<file path="src/rtl/mem_arb_pkg.sv">
// Shared types and default configuration for the memory arbiter.
package mem_arb_pkg;

    localparam int unsigned DATA_W          = 16;
    localparam int unsigned WAIT_W          = 3;
    localparam int unsigned STREAK_W        = 4;
    localparam int unsigned DEF_WAIT_STATES = 1;
    localparam int unsigned DEF_MAX_STREAK  = 4;

    typedef enum logic [1:0] {
        IDLE   = 2'd0,
        ACCESS = 2'd1,
        DONE   = 2'd2
    } arb_state_t;

    typedef enum logic {
        OWN_CPU = 1'b0,
        OWN_DBG = 1'b1
    } owner_t;

endpackage

</file>
<file path="src/rtl/arb_wait_counter.sv">
// Loadable down-counter that times the memory wait states of one access.
module arb_wait_counter
    import mem_arb_pkg::*;
(
    input  logic              clock,
    input  logic              reset,
    input  logic              load,
    input  logic              enable,
    input  logic [WAIT_W-1:0] load_value,
    output logic              zero_c
);

    logic [WAIT_W-1:0] count;

    always_ff @(posedge clock) begin
        if (reset) begin
            count <= '0;
        end else if (load) begin
            count <= load_value;
        end else if (enable && (count != '0)) begin
            count <= count - WAIT_W'(1);
        end
    end

    assign zero_c = (count == '0);

endmodule

</file>
<file path="src/rtl/mem_arbiter.sv">
// Two-port (CPU / debug) single-memory arbiter with wait states.
// Debug port and fairness streak are built only with MEM_ARB_DBG_PORT_EN defined.
module mem_arbiter
    import mem_arb_pkg::*;
#(
    parameter int unsigned WAIT_STATES = DEF_WAIT_STATES,
    parameter int unsigned MAX_STREAK  = DEF_MAX_STREAK
)
(
    input  logic              clock,
    input  logic              reset,
    input  logic              cpu_req,
    input  logic              cpu_we,
    input  logic [DATA_W-1:0] cpu_addr,
    input  logic [DATA_W-1:0] cpu_wdata,
    output logic              cpu_ready,
    output logic [DATA_W-1:0] cpu_rdata,
    input  logic              dbg_req,
    input  logic              dbg_we,
    input  logic [DATA_W-1:0] dbg_addr,
    input  logic [DATA_W-1:0] dbg_wdata,
    output logic              dbg_ready,
    output logic [DATA_W-1:0] dbg_rdata,
    output logic              mem_re,
    output logic              mem_we,
    output logic [DATA_W-1:0] mem_addr,
    output logic [DATA_W-1:0] mem_wdata,
    input  logic [DATA_W-1:0] mem_rdata,
    output logic              busy,
    output logic              grant_dbg
);

    arb_state_t        state;
    arb_state_t        state_next;
    owner_t            owner;
    owner_t            owner_next;
    logic              lat_we;
    logic              grant_cpu_c;
    logic              grant_dbg_c;
    logic              grant_c;
    logic              dbg_win_c;
    logic              wait_zero_c;
    logic              done_c;
    logic              acc_we_c;
    logic              sel_we_c;
    logic [DATA_W-1:0] sel_addr_c;
    logic [DATA_W-1:0] sel_wdata_c;

`ifdef MEM_ARB_DBG_PORT_EN
    logic [STREAK_W-1:0] streak;

    // Debug wins when alone, or once the CPU has used up its streak.
    assign dbg_win_c = dbg_req && (!cpu_req || (streak == STREAK_W'(MAX_STREAK)));

    always_ff @(posedge clock) begin
        if (reset) begin
            streak <= '0;
        end else if (grant_dbg_c) begin
            streak <= '0;
        end else if (grant_cpu_c) begin
            if (!dbg_req) begin
                streak <= '0;
            end else if (streak != STREAK_W'(MAX_STREAK)) begin
                streak <= streak + STREAK_W'(1);
            end
        end
    end
`else
    logic unused_dbg_req;

    assign unused_dbg_req = dbg_req;
    assign dbg_win_c      = 1'b0;
`endif

    // Next-state and grant decode; requests are only looked at in IDLE.
    always_comb begin
        state_next  = state;
        grant_cpu_c = 1'b0;
        grant_dbg_c = 1'b0;
        case (state)
            IDLE: begin
                if (dbg_win_c) begin
                    grant_dbg_c = 1'b1;
                end else if (cpu_req) begin
                    grant_cpu_c = 1'b1;
                end
                if (grant_dbg_c || grant_cpu_c) begin
                    state_next = ACCESS;
                end
            end
            ACCESS: begin
                if (wait_zero_c) begin
                    state_next = DONE;
                end
            end
            DONE: begin
                state_next = IDLE;
            end
            default: begin
                state_next = IDLE;
            end
        endcase
    end

    always_comb begin
        grant_c     = grant_cpu_c || grant_dbg_c;
        done_c      = (state == ACCESS) && wait_zero_c;
        sel_we_c    = grant_dbg_c ? dbg_we    : cpu_we;
        sel_addr_c  = grant_dbg_c ? dbg_addr  : cpu_addr;
        sel_wdata_c = grant_dbg_c ? dbg_wdata : cpu_wdata;
        acc_we_c    = grant_c ? sel_we_c : lat_we;
        owner_next  = owner;
        if (grant_dbg_c) begin
            owner_next = OWN_DBG;
        end else if (grant_cpu_c) begin
            owner_next = OWN_CPU;
        end
    end

    arb_wait_counter u_wait (
        .clock      (clock),
        .reset      (reset),
        .load       (grant_c),
        .enable     (state == ACCESS),
        .load_value (WAIT_W'(WAIT_STATES)),
        .zero_c     (wait_zero_c)
    );

    // State register plus registered strobes, handshakes and read data.
    always_ff @(posedge clock) begin
        if (reset) begin
            state     <= IDLE;
            owner     <= OWN_CPU;
            lat_we    <= 1'b0;
            mem_addr  <= '0;
            mem_wdata <= '0;
            mem_re    <= 1'b0;
            mem_we    <= 1'b0;
            busy      <= 1'b0;
            grant_dbg <= 1'b0;
            cpu_ready <= 1'b0;
            dbg_ready <= 1'b0;
            cpu_rdata <= '0;
            dbg_rdata <= '0;
        end else begin
            state     <= state_next;
            owner     <= owner_next;
            if (grant_c) begin
                lat_we    <= sel_we_c;
                mem_addr  <= sel_addr_c;
                mem_wdata <= sel_wdata_c;
            end
            mem_re    <= (state_next == ACCESS) && !acc_we_c;
            mem_we    <= (state_next == ACCESS) && acc_we_c;
            busy      <= (state_next != IDLE);
            grant_dbg <= (state_next != IDLE) && (owner_next == OWN_DBG);
            cpu_ready <= done_c && (owner == OWN_CPU);
            dbg_ready <= done_c && (owner == OWN_DBG);
            if (done_c && !lat_we) begin
                if (owner == OWN_DBG) begin
                    dbg_rdata <= mem_rdata;
                end else begin
                    cpu_rdata <= mem_rdata;
                end
            end
        end
    end

endmodule
</file>
<file path="config.mk">
export PLATFORM = sky130hd
export DESIGN_NAME = mem_arbiter
export DESIGN_NICKNAME = d
export VERILOG_FILES = /design/src/rtl/mem_arb_pkg.sv /design/src/rtl/arb_wait_counter.sv /design/src/rtl/mem_arbiter.sv
export SDC_FILE = /design/constraint.sdc
export NUM_CORES = 1
export LEC_CHECK = 0
export BUFFER_PORTS_ARGS = -buffer_cell sky130_fd_sc_hd__buf_2
export CORE_MARGIN = 2
export CORE_UTILIZATION = 40
export DETAILED_ROUTE_END_ITERATION = 7
export GPL_ROUTABILITY_DRIVEN = 0
export GPL_TIMING_DRIVEN = 1
export PLACE_DENSITY = 0.75
export SYNTH_ARGS = -nofsm -noshare
export SYNTH_HDL_FRONTEND = slang
export SYNTH_SLANG_ARGS = --single-unit
</file>
<file path="constraint.sdc">
create_clock -name clock -period 1.5 [get_ports clock]
set_input_delay 0.15 -clock clock [delete_from_list [all_inputs] [get_ports clock]]
set_output_delay 0.15 -clock clock [all_outputs]
set_load 0.1 [all_outputs]
</file>
==> flow_summary.yaml <==
synthesis:
  ys_types: 30
  ys_seq_elements: 77
  netlist_area_um2: 2930
  synth_fp_nets: 399
  syn_inst: 311
  seq_area_frac_synth: 0.526
  synth_area_per_cell_um2: 9.42
  yosysWarnings: 0
pwr:
  power.leakage_uw: 0.00188
  powerDensity_nw_per_um2: 1230
  power_uw: 4820
  peakVddDrop_v: 0.000676
detailed_routing:
  routed_wl_um: 6440
  dr.pass1.iters: 4
  viasPerCell: 4.65
  drtAntennaViolNets: 0
  first_iter_violations: 42
  wire_per_inst_um: 11.9
  vias: 2518
  drc: 0
sta:
  rsz0062_at_grt: "yes"
  finalSetupTns_ps: 0
  finalHoldViolCount: 0
  setup_viol: 0
  fmax_mhz: 674
  drv_slew: 0
  final.min_clock_period_ps: 1480
  period_share: 0.989
  whs_ps: 46.9
  worstMarginPinSlew_ps: 499
  relSlewSlack: 0.669
  skew_ps: 7.84
finish:
  diodes: 0
  drive_gt1_frac: 0.355
  final_cell_mix: "buf_2 (121), dfxtp_1 (76), nand2_1 (66)"
  fillCellCount: 669
  nets: 526
  area_delta_synth_final_pct: 34.0
  final_common_cell: "buf_2"
  instances_no_fill: 541
critical_path:
  cp.arrival_ps: 1700
  path_max_fanout: 16
  crit_slowest_cell: "or3b_4"
  critical_path_class: "flip-flop to flip-flop"
  path_cells: "inv_2 -> ha_4 -> nand4bb_4 -> or3b_4 -> buf_12 -> mux2i_1"
  worstSetupStartpoint: "u_wait.count[1]"
  cp-start-kind: "flip-flop"
  worstPathRequired_ps: 1720
  r2r_start: "u_wait.count[1]"
  critPathCaptureType: "flip-flop"
  max_stage_delay_ps: 390
clock_tree:
  clockRootBuffer: "clkbuf_8"
  path_clk_slew_ps: 80
  tritoncts: "yes"
  clock-sinks: 77
  cts_buffers: 9
  cts_setup_buffers: 0
  cts_resized: 1
  clk_latency_ps: 330
  clk_path_buf_depth: 2
  h-tree-depth: 3
  holdBufCountCts: 0
hold_path:
  min_from: "cpu_addr[3]"
  hold_path.class: "input port to flip-flop"
grt:
  globalRouteMet1Util: 0.182
  grt_first_pass_wirelength_um: 9810
  antenna_found_initial: 0
  busiest_layer: "met2"
  grt_max_degree: 93
  met3_usage: 0.0594
  grt_pass1_vias: 2324
  grt-ovfl-total: 0
  grt_usage: 0.157
  grt_use_met2: 0.256
place:
  portBuffers: 121
  detailed_place_hpwl_um: 4510
  dp_cells: 526
floorplan:
  ios: 156
  die_area_um2: 8020
  die_w_um: 89.6
  core_um2: 7180
  fp-row-count: 31
  initial_core_util: 0.408
  fp.dieH_um: 89.6
status:
  status: "finished, final reports clean"
run:
  maxCapViolCount: 0
## final timing paths
path / to / slack [ps] / cells past startpoint
hold / removal: mem_addr[3] / 50 / 3
hold reg to reg: mem_wdata[1] / 460 / 2
setup / recovery: dbg_rdata[6] / 20 / 6
setup reg to reg: dbg_rdata[6] / 20 / 6
## power breakdown
group | internal, uW | switching [uW]
Clock | 761 | 669
Combinational | 281 | 920
Sequential | 2140 | 48.4
Total | 3190 | 1640
## metrics by stage
| step | area [um^2] | util | setup slack [ps] |
|---|---|---|---|
| after CTS | 3920 | 0.546 | 7.46 |
| after global placement | 3740 | 0.522 | 35.7 |
| after floorplan | 2950 | - | -44.9 |
| after global routing | 3930 | 0.547 | -62.6 |
| final | 3930 | 0.547 | 15.9 |
| after detailed placement | 3740 | 0.522 | 4.34 |
## synthesized netlist by cell type
| master | number | area [um^2] |
|---|---|---|
| nand4_1 | 1 | 6.26 |
| nor2_1 | 4 | 15.0 |
| dfxtp_1 | 77 | 1540 |
| ha_1 | 2 | 25.0 |
| nor3_1 | 1 | 5.00 |
| nor3b_1 | 2 | 15.0 |
| nand2_1 | 66 | 248 |
| and2_1 | 1 | 6.26 |
| a2111oi_0 | 1 | 8.76 |
| mux2i_1 | 32 | 320 |
| nand2b_1 | 50 | 313 |
| or4_1 | 1 | 7.51 |
| nand3_1 | 1 | 5.00 |
| a21oi_1 | 37 | 185 |
| buf_2 | 1 | 5.00 |
| a31oi_1 | 1 | 6.26 |
| nor3b_2 | 1 | 12.5 |
| buf_6 | 2 | 22.5 |
| nor3_2 | 1 | 10.0 |
| buf_8 | 1 | 15.0 |
| nor2b_1 | 2 | 12.5 |
| o21ai_0 | 2 | 10.0 |
| a211oi_1 | 1 | 7.51 |
| buf_1 | 1 | 3.75 |
| or3b_2 | 1 | 8.76 |
| inv_1 | 3 | 11.3 |
| o32a_1 | 1 | 10.0 |
| clkbuf_1 | 15 | 56.3 |
| nand4bb_4 | 1 | 27.5 |
| or3b_1 | 1 | 8.76 |
## worst max-delay path, delay by kind of cell, from the launching register on
family	cells	cell delay (ps)
AND/OR/NAND/NOR	2	500
adder cells (fa/ha/maj)	1	160
flip-flops	1	330
multiplexers	1	120
buffers and inverters	2	240
## per-layer routing
metal | up-vias | wire length, um | share of wire
met4 | 0 | 87 | 0.014
met1 | 1133 | 2920 | 0.45
met2 | 105 | 2820 | 0.44
met3 | 11 | 610 | 0.095
met5 | - | 0 | 0
li1 | 1269 | - | -
## layout make-up
| class | instances | area, um^2 | share of cell area |
|---|---|---|---|
| Sequential cell | 77 | 1540 | 0.393 |
| Multi-Input combinational cell | 211 | 1310 | 0.333 |
| Timing Repair Buffer | 136 | 768 | 0.196 |
| Clock buffer | 13 | 139 | 0.0354 |
| Tap cell | 99 | 124 | 0.0315 |
| Clock inverter | 2 | 35.0 | 0.00892 |
| Inverter | 3 | 11.3 | 0.00287 |
## cell families after synthesis
| logic type | after synthesis | share of synthesized area |
|---|---|---|
| DFF | 77 | 0.526 |
| and+or+nand+nor | 134 | 0.239 |
| AOI/OAI and AO/OA | 43 | 0.0777 |
| buffers and inverters | 23 | 0.0389 |
| adders and majority gates | 2 | 0.00854 |
| muxes | 32 | 0.109 |
## sequential cells by signal (all words and copies together) (netlist names)
signal / flops
grant_dbg: 1
owner: 1
mem_re: 1
dbg_ready: 1
mem_wdata: 16
dbg_rdata: 16
mem_we: 1
u_wait.count: 3
mem_addr: 16
busy: 1
state: 2
lat_we: 1
cpu_ready: 1
cpu_rdata: 16
No activity file was read; power rests on OpenSTA's default activity.
